===== config.mk =====
export PLATFORM = sky130hd
export DESIGN_NAME = mem_stage
export DESIGN_NICKNAME = d
export VERILOG_FILES = /design/src/rtl/mem_stage.sv
export SDC_FILE = /design/constraint.sdc
export NUM_CORES = 1
export LEC_CHECK = 0
export BUFFER_PORTS_ARGS = -buffer_cell sky130_fd_sc_hd__clkbuf_2
export CAP_MARGIN = 15
export CORE_ASPECT_RATIO = 1.2
export CORE_UTILIZATION = 53
export DETAILED_ROUTE_END_ITERATION = 10
export PLACE_DENSITY = 0.88
export SYNTH_ARGS = -nofsm -noshare
export SYNTH_HDL_FRONTEND = slang
export SYNTH_SLANG_ARGS = --single-unit

===== constraint.sdc =====
create_clock -name clk -period 4.3 [get_ports clk]
set_clock_uncertainty 0.05 [all_clocks]
set_input_delay 0.215 -clock clk [delete_from_list [all_inputs] [get_ports clk]]
set_output_delay 0.215 -clock clk [all_outputs]
set_load 0.01 [all_outputs]

===== src/rtl/mem_stage.sv =====
// MEM pipeline stage: holds one instruction from EXE, aligns/extends load data
// (including lwl/lwr partial writes) and offers the result to WB and the forwarding network.
module mem_stage (
    input  logic        clk,
    input  logic        reset,
    input  logic        ws_allowin,
    output logic        ms_allowin,
    input  logic        es_to_ms_valid,
    input  logic [77:0] es_to_ms_bus,
    input  logic [31:0] data_sram_rdata,
    output logic        ms_to_ws_valid,
    output logic [73:0] ms_to_ws_bus,
    output logic [41:0] ms_fwd_bus
);

    localparam int unsigned DATA_W   = 32;
    localparam int unsigned DEST_W   = 5;
    localparam int unsigned WSTRB_W  = 4;
    localparam int unsigned LD_W     = 7;
    localparam logic        READY_GO = 1'b1;

    typedef struct packed {
        logic [LD_W-1:0]   ld_inst;      // {lw,lb,lbu,lh,lhu,lwl,lwr}
        logic              res_from_mem;
        logic              gr_we;
        logic [DEST_W-1:0] dest;
        logic [DATA_W-1:0] res;
        logic [DATA_W-1:0] pc;
    } es_bus_t;

    logic              ms_valid;
    es_bus_t           ms_bus_r;
    logic [DATA_W-1:0] rdata_buf;
    logic              rdata_held;

    logic [DATA_W-1:0]  eff_rdata;
    logic [1:0]         addr;
    logic [7:0]         byte_sel;
    logic [15:0]        half_sel;
    logic [DATA_W-1:0]  load_result;
    logic [WSTRB_W-1:0] load_wstrb;
    logic [DATA_W-1:0]  final_result;
    logic [WSTRB_W-1:0] rf_wstrb;

    assign ms_allowin     = !ms_valid || (READY_GO && ws_allowin);
    assign ms_to_ws_valid = ms_valid && READY_GO;

    // Stage register, valid bit and the stall buffer for load data
    always_ff @(posedge clk or posedge reset) begin
        if (reset) begin
            ms_valid   <= 1'b0;
            ms_bus_r   <= '0;
            rdata_buf  <= '0;
            rdata_held <= 1'b0;
        end else begin
            if (ms_allowin) begin
                ms_valid <= es_to_ms_valid;
            end
            if (es_to_ms_valid && ms_allowin) begin
                ms_bus_r <= es_bus_t'(es_to_ms_bus);
            end
            // Leaving the stage always drops the buffer, even if a new load arrives this cycle
            if (ms_allowin) begin
                rdata_held <= 1'b0;
            end else if (ms_valid && ms_bus_r.res_from_mem && !rdata_held && !ws_allowin) begin
                rdata_buf  <= data_sram_rdata;
                rdata_held <= 1'b1;
            end
        end
    end

    assign eff_rdata = rdata_held ? rdata_buf : data_sram_rdata;
    assign addr      = ms_bus_r.res[1:0];

    // Load alignment and partial-write strobes; unknown encodings fall back to lw
    always_comb begin
        byte_sel    = 8'h00;
        half_sel    = addr[1] ? eff_rdata[31:16] : eff_rdata[15:0];
        load_result = eff_rdata;
        load_wstrb  = 4'b1111;

        case (addr)
            2'd0:    byte_sel = eff_rdata[7:0];
            2'd1:    byte_sel = eff_rdata[15:8];
            2'd2:    byte_sel = eff_rdata[23:16];
            default: byte_sel = eff_rdata[31:24];
        endcase

        if (ms_bus_r.ld_inst[6]) begin
            load_result = eff_rdata;
        end else if (ms_bus_r.ld_inst[5]) begin
            load_result = {{24{byte_sel[7]}}, byte_sel};
        end else if (ms_bus_r.ld_inst[4]) begin
            load_result = {24'h000000, byte_sel};
        end else if (ms_bus_r.ld_inst[3]) begin
            load_result = {{16{half_sel[15]}}, half_sel};
        end else if (ms_bus_r.ld_inst[2]) begin
            load_result = {16'h0000, half_sel};
        end else if (ms_bus_r.ld_inst[1]) begin
            case (addr)
                2'd0:    begin load_result = {eff_rdata[7:0], 24'h000000};  load_wstrb = 4'b1000; end
                2'd1:    begin load_result = {eff_rdata[15:0], 16'h0000};   load_wstrb = 4'b1100; end
                2'd2:    begin load_result = {eff_rdata[23:0], 8'h00};      load_wstrb = 4'b1110; end
                default: begin load_result = eff_rdata;                     load_wstrb = 4'b1111; end
            endcase
        end else if (ms_bus_r.ld_inst[0]) begin
            case (addr)
                2'd0:    begin load_result = eff_rdata;                     load_wstrb = 4'b1111; end
                2'd1:    begin load_result = {8'h00, eff_rdata[31:8]};      load_wstrb = 4'b0111; end
                2'd2:    begin load_result = {16'h0000, eff_rdata[31:16]};  load_wstrb = 4'b0011; end
                default: begin load_result = {24'h000000, eff_rdata[31:24]}; load_wstrb = 4'b0001; end
            endcase
        end
    end

    assign final_result = ms_bus_r.res_from_mem ? load_result : ms_bus_r.res;

    always_comb begin
        rf_wstrb = 4'b0000;
        if (ms_bus_r.gr_we) begin
            rf_wstrb = ms_bus_r.res_from_mem ? load_wstrb : 4'b1111;
        end
    end

    assign ms_to_ws_bus = {rf_wstrb, ms_bus_r.gr_we, ms_bus_r.dest, final_result, ms_bus_r.pc};
    assign ms_fwd_bus   = {rf_wstrb, ms_valid && ms_bus_r.gr_we, ms_bus_r.dest, final_result};

endmodule

==> metrics.md <==
| Metric | Value |
|---|---|
| Final count of pins violating max slew | `0` |
| Drt wl/cell | `about 21 um` |
| Setup TNS | `0 ns` |
| Most used DFF post-synth | `dfrtp_1` |
| Initial antenna violation count | `0` |
| Area growth from synthesis to layout | `13.2%` |
| CTS clk-pin slew, worst paths | `0.08 ns` |
| Met3 GRT Util | `8.93%` |
| Synth Cell Area | `7530 um2` |
| Clock Tree Root | `clkbuf_16` |
| Final worst slack | `0.738 ns` |
| CTS tree | `built` |
| Yosys warnings | `0` |
| Power share of the clock group | `22.3%` |
| CP startpoint kind | `flop` |
| Io pins | `232` |
| Synth area leader | `dfrtp_1` |
| Vias | `6,522` |
| Detailed Routing Iterations Pass 1 | `5` |
| Pin count of the biggest net entering global routing | `79` |
| CTS resizes | `0` |
| Hold buffer count at cts | `1` |
| Die H | `133 um` |
| Total GRT Usage | `30.3%` |
| Commonest non-fill, non-tap cell in the layout | `clkbuf_2` |
| Max-cap viol count | `0` |
| Initial Util | `a little over half` |
| Final Setup Violations | `0` |
| Fin crit period | `3.56 ns` |
| Post-Place Setup Slack | `between 1 and 1.5 ns` |
| Die Area | `14,700 um2` |
| RSZ-0062 raised after global routing | `false` |
| Max clock buf depth | `2` |
| Yosys cell types | `51` |
| Vias in the first global route | `about 6,400` |
| Slew @ Worst Pin | `~1 ns` |
| Worst vdd ir | `0.000269 V` |
| Busiest grt layer | `met2` |
| Synth top area share | `37.2%` |
| Total CTS buffers | `9` |
| P_sw | `about 1.5 mW` |
| Core area | `13,800 um2` |
| Die Span X | `between 100 and 150 um` |
| Hold/Removal Path Class | `in -> reg` |
| Clk Latency, worst-skew pair | `0.36 ns` |
| Routability Congestion | `0.992` |
| Clock sinks | `approximately 110` |
| Antenna Violating Nets Remaining | `0` |
| Worst EP arrival | `3.30 ns` |
| Drt drc | `0` |
| Max Freq | `281 MHz` |
| EDFF count, synth | `0` |
| Port-buffer cells | `231` |
| Total grt overflow | `0` |
| Sequential share of the synthesized area | `37.2%` |
| Final WL | `22,000 um` |
| Critical Path RT | `4.03 ns` |
| Post-DP HPWL | `16,700 um` |
| Initial DRC Count | `720` |
| Met2 usage | `48.0%` |
| Total power density per cell area | `around 460 nW/um2` |
| Most frequent cells in the layout | `231 x clkbuf_2, 136 x mux2_2, 111 x dfrtp_1` |
| Number of core rows | `47` |
| Worst Path Max Fanout | `33` |
| Sequential cell area | `2800 um2` |
| Avg Cell Area, Syn | `10.3 um2` |
| Slew HR | `32.3%` |
| Post-synth ARST share | `100%` |
| Post-Syn Nets | `845` |
| Run status | `completed` |
| Sequential fraction of design power | `a little under two fifths` |
| Fraction of layout cells with a size suffix above 1 | `about half` |
| Post-CTS setup buffer count | `0` |
| Main area contributors after synthesis | `dfrtp_1 37%, mux2_2 20%, buf_4 7.9%` |
| Antenna diode count | `0` |
| Nets | `around 1,000` |
| Mapped Cells | `731` |
| CTS H-Tree Depth | `3` |
| Logic gate share of total power | `40.8%` |
| Period utilisation layout | `82.8%` |
| WS Path Type | `reg -> out` |
| Pint | `2.44 mW` |
| Vias/cell | `approximately 6.3` |
| M1 GR Usage | `38.7%` |
| #FFs+latches synth | `between 100 and 150` |
| Setup crit end kind | `output pin` |
| Sw Share | `38.2%` |
| Multi-input logic area | `3910 um2` |
| First-pass GRT wire length | `34,900 um` |
| Final Hold Fails | `0` |
| Cell leakage power | `3.79 nW` |
| FILL cells | `between 1,000 and 1,500` |
## layout make-up
class                   count  area share [%]
clock buffers               9            2.64
clock inverters             7           0.953
inverters                   8           0.381
multi-input cells         481            45.8
flip-flops and latches    112            32.9
well taps                 171            2.51
repair buffers            245            14.8
## registers in the layout, indices dropped and copies added (netlist names)
signal / flops
ms_fwd_bus: 5
ms_bus_r: 38
ms_to_ws_bus: 33
rdata_held: 1
addr: 2
ms_to_ws_valid: 1
rdata_buf: 32
## per-layer routing
metal	routed length, um	vias to the layer above
li1	-	2904
met1	8600	3125
met2	10300	430
met3	2350	63
met4	720	0
met5	0	-
## power groups by stage
stage | clock network, mW | registers (mW) | logic [mW]
6_report | 0.880 | 1.45 | 1.61
4_1_cts | 0.899 | 1.45 | 1.59
5_1_grt | 0.932 | 1.49 | 1.72
3_3_place_gp | 0 | 1.45 | 1.55
3_5_place_dp | 0 | 1.47 | 1.58
2_1_floorplan | 0 | 1.37 | 1.29
## Yosys cell counts, drive strengths merged, types with 4 or more instances
| master | number |
|---|---|
| a211oi | 8 |
| a21oi | 39 |
| a221o | 11 |
| a221oi | 5 |
| a22oi | 18 |
| a31oi | 7 |
| a32oi | 4 |
| and2 | 4 |
| buf | 103 |
| clkbuf | 27 |
| dfrtp | 112 |
| inv | 8 |
| mux2 | 137 |
| mux2i | 27 |
| mux4 | 11 |
| nand2 | 40 |
| nand3 | 11 |
| nor2 | 39 |
| nor2b | 7 |
| nor3 | 8 |
| o21ai | 30 |
| o221ai | 7 |
| o22ai | 20 |
| o2bb2ai | 7 |
| o311ai | 4 |
| o32ai | 4 |
## final timing paths
kind	startpoint	to	slack [ns]	cells past startpoint
min in group asynchronous	reset	ms_to_ws_bus[14]	0.40	3
max in group asynchronous	reset	rdata_buf[0]	2.92	4
setup reg to reg	ms_bus_r[70]	rdata_buf[19]	1.90	4
hold / removal	es_to_ms_bus[77]	ms_bus_r[77]	0.03	2
setup / recovery	rdata_held	ms_fwd_bus[25]	0.74	7
hold reg to reg	ms_bus_r[46]	ms_bus_r[46]	0.45	1
## per-stage QoR
stage	power [mW]	instances	cell area, um2	hold WS [ns]	utilization [%]
final	3.94	1033	8530	0.0329	61.7
after global routing	4.14	1033	8530	0.0227	61.7
after CTS	3.93	1033	8530	0.0225	61.7
after detailed placement	3.05	1016	8210	0.244	59.4
after global placement	3.01	1016	8210	0.243	59.4
after floorplan	2.66	731	7530	0.273	-
## cells by family (layout without fill, tap and decap cells)
logic type	count (synthesis)	after routing	synth area share, %
and+or+nand+nor	125	125	7.77
DFF	112	112	37.2
buffers and inverters	138	269	11.1
AOI/OAI and AO/OA	181	181	16.5
muxes	175	175	27.4
## critical path, cell delays in order, from the launching register on
cell,delay [ns]
dfrtp_2,0.88
buf_4,0.38
mux2_2,0.42
mux4_2,0.51
a221o_1,0.31
nand2_1,0.07
a21oi_1,0.16
clkbuf_2,0.20
Power figures use the tool's default switching activity.
